<file path="src/rtl/pc_ras_unit.sv">
// Program-counter unit with a circular return-address stack, register-indirect jump,
// trap redirect and misaligned-target detection. Address is registered; nextPC is combinational.
module pc_ras_unit #(
    parameter int                  ADDR_W     = 32,
    parameter int                  IMM_W      = 16,
    parameter int                  RAS_DEPTH  = 4,
    parameter logic [ADDR_W-1:0]   RESET_ADDR = '0,
    parameter logic [ADDR_W-1:0]   TRAP_ADDR  = 'h80
) (
    input  logic              CLK,
    input  logic              Reset,
    input  logic              PCWre,
    input  logic [2:0]        PCSrc,
    input  logic [IMM_W-1:0]  Immediate,
    input  logic [ADDR_W-7:0] JumpIndex,
    input  logic [ADDR_W-1:0] RegTarget,
    output logic [ADDR_W-1:0] Address,
    output logic [ADDR_W-1:0] nextPC,
    output logic [3:0]        PC4,
    output logic              ras_empty,
    output logic              ras_full,
    output logic              ras_ovf,
    output logic              ras_unf,
    output logic              trap_taken
);

    localparam int PTR_W = (RAS_DEPTH > 1) ? $clog2(RAS_DEPTH) : 1;
    localparam int CNT_W = PTR_W + 1;

    localparam logic [2:0] SRC_SEQ    = 3'b000;
    localparam logic [2:0] SRC_BRANCH = 3'b001;
    localparam logic [2:0] SRC_JUMP   = 3'b010;
    localparam logic [2:0] SRC_JR     = 3'b011;
    localparam logic [2:0] SRC_CALL   = 3'b100;
    localparam logic [2:0] SRC_RET    = 3'b101;
    localparam logic [2:0] SRC_TRAP   = 3'b110;

    logic [ADDR_W-1:0] address_q, address_d;
    logic [PTR_W-1:0]  ptr_q;
    logic [CNT_W-1:0]  cnt_q;
    logic              ovf_q, unf_q, trap_q;
    logic [ADDR_W-1:0] ras_q [RAS_DEPTH];

    logic [ADDR_W-1:0] seq_addr;
    logic [ADDR_W-1:0] imm_ext;
    logic [ADDR_W-1:0] jump_tgt;
    logic [PTR_W-1:0]  pop_idx;
    logic              push, pop, underflow, trap_src;

    // ptr_q names the next free slot; when full that slot holds the oldest entry.
    assign pop_idx   = ptr_q - PTR_W'(1);
    assign seq_addr  = address_q + ADDR_W'(4);
    assign imm_ext   = ADDR_W'($signed(Immediate));
    assign jump_tgt  = {seq_addr[ADDR_W-1 -: 4], JumpIndex, 2'b00};
    assign ras_empty = (cnt_q == '0);
    assign ras_full  = (cnt_q == CNT_W'(RAS_DEPTH));

    always_comb begin
        address_d = seq_addr;
        push      = 1'b0;
        pop       = 1'b0;
        underflow = 1'b0;
        trap_src  = 1'b0;
        case (PCSrc)
            SRC_SEQ:    address_d = seq_addr;
            SRC_BRANCH: address_d = seq_addr + (imm_ext << 2);
            SRC_JUMP:   address_d = jump_tgt;
            SRC_JR: begin
                if (RegTarget[1:0] != 2'b00) begin
                    address_d = TRAP_ADDR;
                    trap_src  = 1'b1;
                end else begin
                    address_d = RegTarget;
                end
            end
            SRC_CALL: begin
                address_d = jump_tgt;
                push      = 1'b1;
            end
            SRC_RET: begin
                if (ras_empty) begin
                    address_d = TRAP_ADDR;
                    underflow = 1'b1;
                    trap_src  = 1'b1;
                end else begin
                    address_d = ras_q[pop_idx];
                    pop       = 1'b1;
                end
            end
            SRC_TRAP: begin
                address_d = TRAP_ADDR;
                trap_src  = 1'b1;
            end
            default:    address_d = seq_addr;
        endcase
    end

    always_ff @(posedge CLK) begin
        if (Reset) begin
            address_q <= RESET_ADDR;
            ptr_q     <= '0;
            cnt_q     <= '0;
            ovf_q     <= 1'b0;
            unf_q     <= 1'b0;
            trap_q    <= 1'b0;
        end else if (PCWre) begin
            address_q <= address_d;
            trap_q    <= trap_src;
            if (push) begin
                ptr_q <= ptr_q + PTR_W'(1);
                if (ras_full) begin
                    ovf_q <= 1'b1;
                end else begin
                    cnt_q <= cnt_q + CNT_W'(1);
                end
            end
            if (pop) begin
                ptr_q <= pop_idx;
                cnt_q <= cnt_q - CNT_W'(1);
            end
            if (underflow) begin
                unf_q <= 1'b1;
            end
        end else begin
            trap_q <= 1'b0;
        end
    end

    // Entry contents need no reset: count and pointer alone define what is valid.
    always_ff @(posedge CLK) begin
        if (!Reset && PCWre && push) begin
            ras_q[ptr_q] <= seq_addr;
        end
    end

    assign Address    = address_q;
    assign nextPC     = address_d;
    assign PC4        = address_q[ADDR_W-1 -: 4];
    assign ras_ovf    = ovf_q;
    assign ras_unf    = unf_q;
    assign trap_taken = trap_q;

endmodule

</file>
<file path="config.mk">
export PLATFORM = sky130hd
export DESIGN_NAME = pc_ras_unit
export DESIGN_NICKNAME = d
export VERILOG_FILES = /design/src/rtl/pc_ras_unit.sv
export SDC_FILE = /design/constraint.sdc
export NUM_CORES = 1
export LEC_CHECK = 0
export ABC_AREA = 1
export CORE_ASPECT_RATIO = 1.75
export CORE_UTILIZATION = 35
export CTS_CLUSTER_SIZE = 8
export DETAILED_ROUTE_END_ITERATION = 10
export PLACE_DENSITY_LB_ADDON = 0.15
export SYNTH_ARGS = -nofsm -noshare
export SYNTH_HDL_FRONTEND = slang
export SYNTH_SLANG_ARGS = --single-unit
</file>
<file path="constraint.sdc">
create_clock -name CLK -period 3.5 [get_ports CLK]
set_input_delay 0.7 -clock CLK [delete_from_list [all_inputs] [get_ports CLK]]
set_output_delay 0.7 -clock CLK [all_outputs]
set_load 0.005 [all_outputs]
</file>
After elaboration in Yosys (flattened, before gate mapping)
Memory sizes are Yosys's and may differ from the RTL's.
Cells that the tools add are included.

operators by class
  equal/unequal tests = 8
  reductions and logical operators = 12
  bitwise gates (word level) = 1
  add/subtract/negate cells = 6
  muxes and demuxes = 17

operators by type and width
  cell                                                                   count
  32-bit case mux with 5 select lines                                    1
  32-bit two-way mux                                                     2
  32-bit by 3-bit adder with 32-bit output, second input constant        1
  32-bit adder                                                           1
  3-bit equality test, second input constant                             4
  3-bit two-way mux                                                      3
  1-bit two-way mux                                                      8
  3-bit by 2-bit equality test with 1-bit output, second input constant  2
  3-bit AND reduction                                                    2
  2-bit two-way mux                                                      2
  2-bit AND reduction                                                    2
  2-bit nonzero test                                                     2
  2-bit OR reduction                                                     2
  3-bit by 1-bit adder with 3-bit output, second input constant          1
  3-bit by 1-bit equality test with 1-bit output, second input constant  1
  3-bit logical NOT                                                      1
  1-bit case mux with 3 select lines                                     1
  3-bit by 1-bit subtractor with 3-bit output, second input constant     1
  2-bit by 1-bit adder with 2-bit output, second input constant          1
  1-bit logical AND                                                      2
  2-bit by 1-bit != test with 1-bit output, second input constant        1
  2-bit by 1-bit subtractor with 2-bit output, second input constant     1
  1-bit logical NOT                                                      1
  1-bit NOT                                                              1

word-level totals
  memories kept = 1
  register bits = 40
  RAM bits = 128
  input port bits = 80
  output and inout port bits = 73

memories
  name   words  width  rd ports  clocked after memory_dff  write ports  RTL line  source
  ras_q  4      32     1         0                         1            42        logic [ADDR_W-1:0] ras_q [RAS_DEPTH];

Longest topological paths before layout
  word-level depth = 5
  gate-level depth with buffers = 24
  gate-level depth less buffers = 24

Least setup slack after synthesis
OpenSTA, ideal clock, no wires.

  path kind = reg-to-output
  start = reg address_q[3] (netlist: Address[3])
  end = out nextPC[31]
  cell stages (with the launch flop) = 18
  path buffers = 0
  data arrival time = 2610 ps
  slack = 190 ps
  required time = 2800 ps
  cells stage by stage = dfxtp_1 > ha_1 > nand3_4 > nor3_4 > nand3_4 > nor2_4 > nand3_1 > and2_1 > ha_1 > nand2_1 > nor2_1 > nand2_1 > nor2_1 > nand2_1 > nand2_1 > nand2_1 > nand3_1 > nand2_1

on the way
  word-level cells in the longest chain between the ends = 3

ends and longest elaborated chain
  item                                      RTL line  source
  start, declared                           38        logic [ADDR_W-1:0] address_q, address_d;
  start signal, assigned                    107       address_q <= address_d;
  32-bit by 3-bit adder with 32-bit output  52        assign seq_addr = address_q + ADDR_W'(4);
  named net seq_addr[26]                    44        logic [ADDR_W-1:0] seq_addr;
  32-bit adder                              66        SRC_BRANCH: address_d = seq_addr + (imm_ext << 2);
  32-bit case mux with 5 select lines       64        case (PCSrc)
  end, declared                             18        output logic [ADDR_W-1:0] nextPC,

The timed path passes the listed nets, and every way through them passes these cells.

Worst setup path in the final report
  start = reg address_q[6] (netlist: Address[6])
  end = out nextPC[24]

The elaborated chain is that of the path after synthesis.

==> impl_metrics.csv <==
group,metric,value,unit
run_status,status,"finished, violations left",
run_status,violations,"negative setup slack",
placed_design,dp_hpwl,33190,microns
synthesis,synthFlopType,"edfxtp_1",
clock_network,cts_tree,"built",
power,ir_drop,373.9,uV
final_layout,syn_to_final_growth,70.73,%
synthesis,synth.cell_area,10560,sq um
synthesis,yosys_register_bits,168,
clock_network,clk_path_buf_depth,2,
clock_network,clkSlewWorstSetupHoldPaths,70,ps
final_layout,final_nets,2034,
setup_path,crit_required,2800,ps
clock_network,clkSinkCount,168,
timing,rsz0062_at_grt,"true",
floorplanning,die_w,133.3,microns
setup_path,crit_path_top_delay_cell,"ha_1",
clock_network,cts_max_level,4,
synthesis,synth_enable_flop_cells,128,
power,powerDensity,348.5,nW/um^2
final_layout,drive_gt1_frac,0.4284,
synthesis,synth_area_leaders,"edfxtp_1, nand2_1, dfxtp_1, inv_1, nor2_1",
synthesis,synthesis.nets,1509,
clock_network,cts_root_buffer,"clkbuf_16",
floorplanning,num_rows,83,
grt,grt_pass1_vias,11760,
setup_path,crit_path_max_incr_delay,400,ps
timing,setup-tns-final,-10180,ps
setup_path,arrival,3380,ps
routing,first_iter_violations,744,
grt,antenna_found_initial,0,
synthesis,netlist.top_cell.by_area,"edfxtp_1",
timing,hold_viol_final,0,
timing,slew-limit-headroom,0.5617,
grt,overflow,0,
floorplanning,boundaryPins,153,
clock_network,cts_buffers,17,
floorplanning,initial_core_util,0.3580,
synthesis,yosysWarnings,0,
routing,vias_per_cell,5.126,
setup_path,startpoint_type,"register",
setup_path,cpMostUsedCell,"nand2_1",
routing,totalWireLength,46350,microns
setup_path,cp_cell_sequence,"nand2_2 > buf_4 > inv_1 > nand4_1 > nor2_2 > xor2_2 > ha_1 > nand2_2 > buf_4 > nor2_2 > buf_4 > nand2_1 > nor2_1 > nand2_1 > nand3_1 > nand2_1 > nand3_2 > nand2_1 > buf_2",
setup_path,crit_path_end_kind,"output pin",
floorplanning,die_h,231.8,microns
clock_network,clk_latency,450,ps
timing,worst_pin_slew,657.5,ps
final_layout,mostFrequentLayoutCell,"buf_4",
timing,holdWs,465.1,ps
timing,setup_slack,-584.0,ps
routing,drt_drc_violations_left,0,
final_layout,layout_common_cells,"buf_4, nand2_1, inv_1, nor2_1, edfxtp_1",
flow_run,drv_cap,0,
routing,wire_per_inst,20.06,microns
synthesis,synthCells,1390,
synthesis,ys_async_sr_fraction,0,
placed_design,gp_congestion,1.004,
setup_path,critical_path_class,"reg -> out",
floorplanning,fp.dieArea,30890,sq um
timing,setup_viol,26,
power,p_leak,8.096,nW
worst_hold_path,hold_class,"reg -> reg",
routing,vias,11840,
placed_design,dpl_cell_area,14470,sq um
placed_design,numPortBuffers,152,
routing,detail_route.first_pass.iterations,5,
timing,skew,14.65,ps
synthesis,syn-mean-instance-area,7.595,sq um
synthesis,seq_area_frac_synth,0.4399,
synthesis,synth_top_area_share,0.3641,
timing,final.period_utilization,1.167,
grt,grt_max_degree,68,
final_layout,design_area,18020,sq um
timing,layout_min_cycle_time,4084,ps
synthesis,synth.distinct_cells,47,
final_layout,diodes,0,
timing,fmax,0.2449,GHz
grt,grt_pass1_wl,66480,microns
setup_path,crit_fanout,4,
floorplanning,fp.coreArea,29490,sq um
routing,drtAntennaViolNets,0,
grt,grt_use_total,0.2930,
timing,slew_viol_final,0,
## Yosys cell counts, types with 3 or more instances
cell / instances
nand2_1: 358
inv_1: 185
nor2_1: 185
edfxtp_1: 128
o21ai_0: 90
nand3_1: 87
a21oi_1: 63
dfxtp_1: 40
ha_1: 37
o22ai_1: 27
nand4_1: 24
clkbuf_1: 22
a22oi_1: 20
xor2_1: 17
buf_2: 11
buf_4: 10
o21bai_1: 8
nand2_2: 7
inv_2: 6
nand3b_1: 6
nor3_1: 5
clkbuf_8: 4
o21ai_1: 4
o21ai_2: 4
or2_2: 4
xnor2_1: 4
nand3_2: 3
nor2_2: 3
nor2_4: 3
## metrics by stage
step	std cells	worst slack, ps	total power [mW]	util
after global routing	2310	-711.6	6.515	0.6111
after CTS	2291	-509.5	6.093	0.5870
after global placement	2152	-1004	3.790	0.4907
after detailed placement	2152	-1024	3.793	0.4907
final	2310	-584.0	6.282	0.6111
after floorplan	1390	190.2	2.906	-
## timing repair
action,in CTS,in global routing
endpoints found under the setup margin,37,32
hold buffers,0,0
setup buffers,109,30
pin swaps,147,124
gates resized for setup,462,157
gates cloned,0,0
## where the power goes
part	total, mW	switching [mW]	internal [mW]	leakage [nW]
clock	1.93	0.910	1.02	0.296
combinational	2.12	1.10	1.03	6.29
sequential	2.22	0.0314	2.19	1.51
## area by class of cell
class / instances / area (sq um)
flip-flops and latches: 168 / 4677
clock buffers: 17 / 425.4
multi-input cells: 980 / 6706
repair buffers: 556 / 4827
inverters: 192 / 735.7
fillers: 2527 / 11470
well taps: 382 / 478.0
clock inverters: 15 / 175.2
## registers in the layout (all words and copies together) (netlist names)
| name | cells |
|---|---|
| Address | 32 |
| ras_q | 128 |
| trap_taken | 1 |
| ras_ovf | 1 |
| cnt_q | 3 |
| ras_unf | 1 |
| ptr_q | 2 |
## per-layer routing
layer  vias to the layer above  global-route usage  part of all wire  wire length (microns)
li1                       5631                   -                 -                      -
met5                         -                   0                 0                      0
met4                         0              0.2113             0.082                   3778
met1                      5637              0.3049              0.36                  16730
met2                       412              0.5352              0.52                  24000
met3                       162             0.03864             0.040                   1841
## critical path, delay by kind of cell, from the launching register on
family,cells,cell delay (ps)
AND/OR/NAND/NOR,12,1390
buffers and inverters,5,670
adder cells (fa/ha/maj),1,400
flip-flops,1,370
XOR/XNOR,1,110
## cells by family (layout without fill, tap and decap cells)
group | after synthesis | count (layout) | synth area share
fa+ha+maj | 39 | 39 | 0.04764
buf+inv | 242 | 780 | 0.09516
flops | 168 | 168 | 0.4399
compound gates | 229 | 229 | 0.1237
simple gates | 691 | 691 | 0.2761
xor+xnor | 21 | 21 | 0.01742
## worst paths after layout
kind                   start           to  slack, ps  depth (start not counted)
hold / removal       ras_ovf      ras_ovf        470                          2
setup reg to reg  Address[3]  Address[26]       -490                         29
setup / recovery  Address[6]   nextPC[24]       -580                         19
hold reg to reg      ras_ovf      ras_ovf        470                          2
No activity file was read; power rests on OpenSTA's default activity.
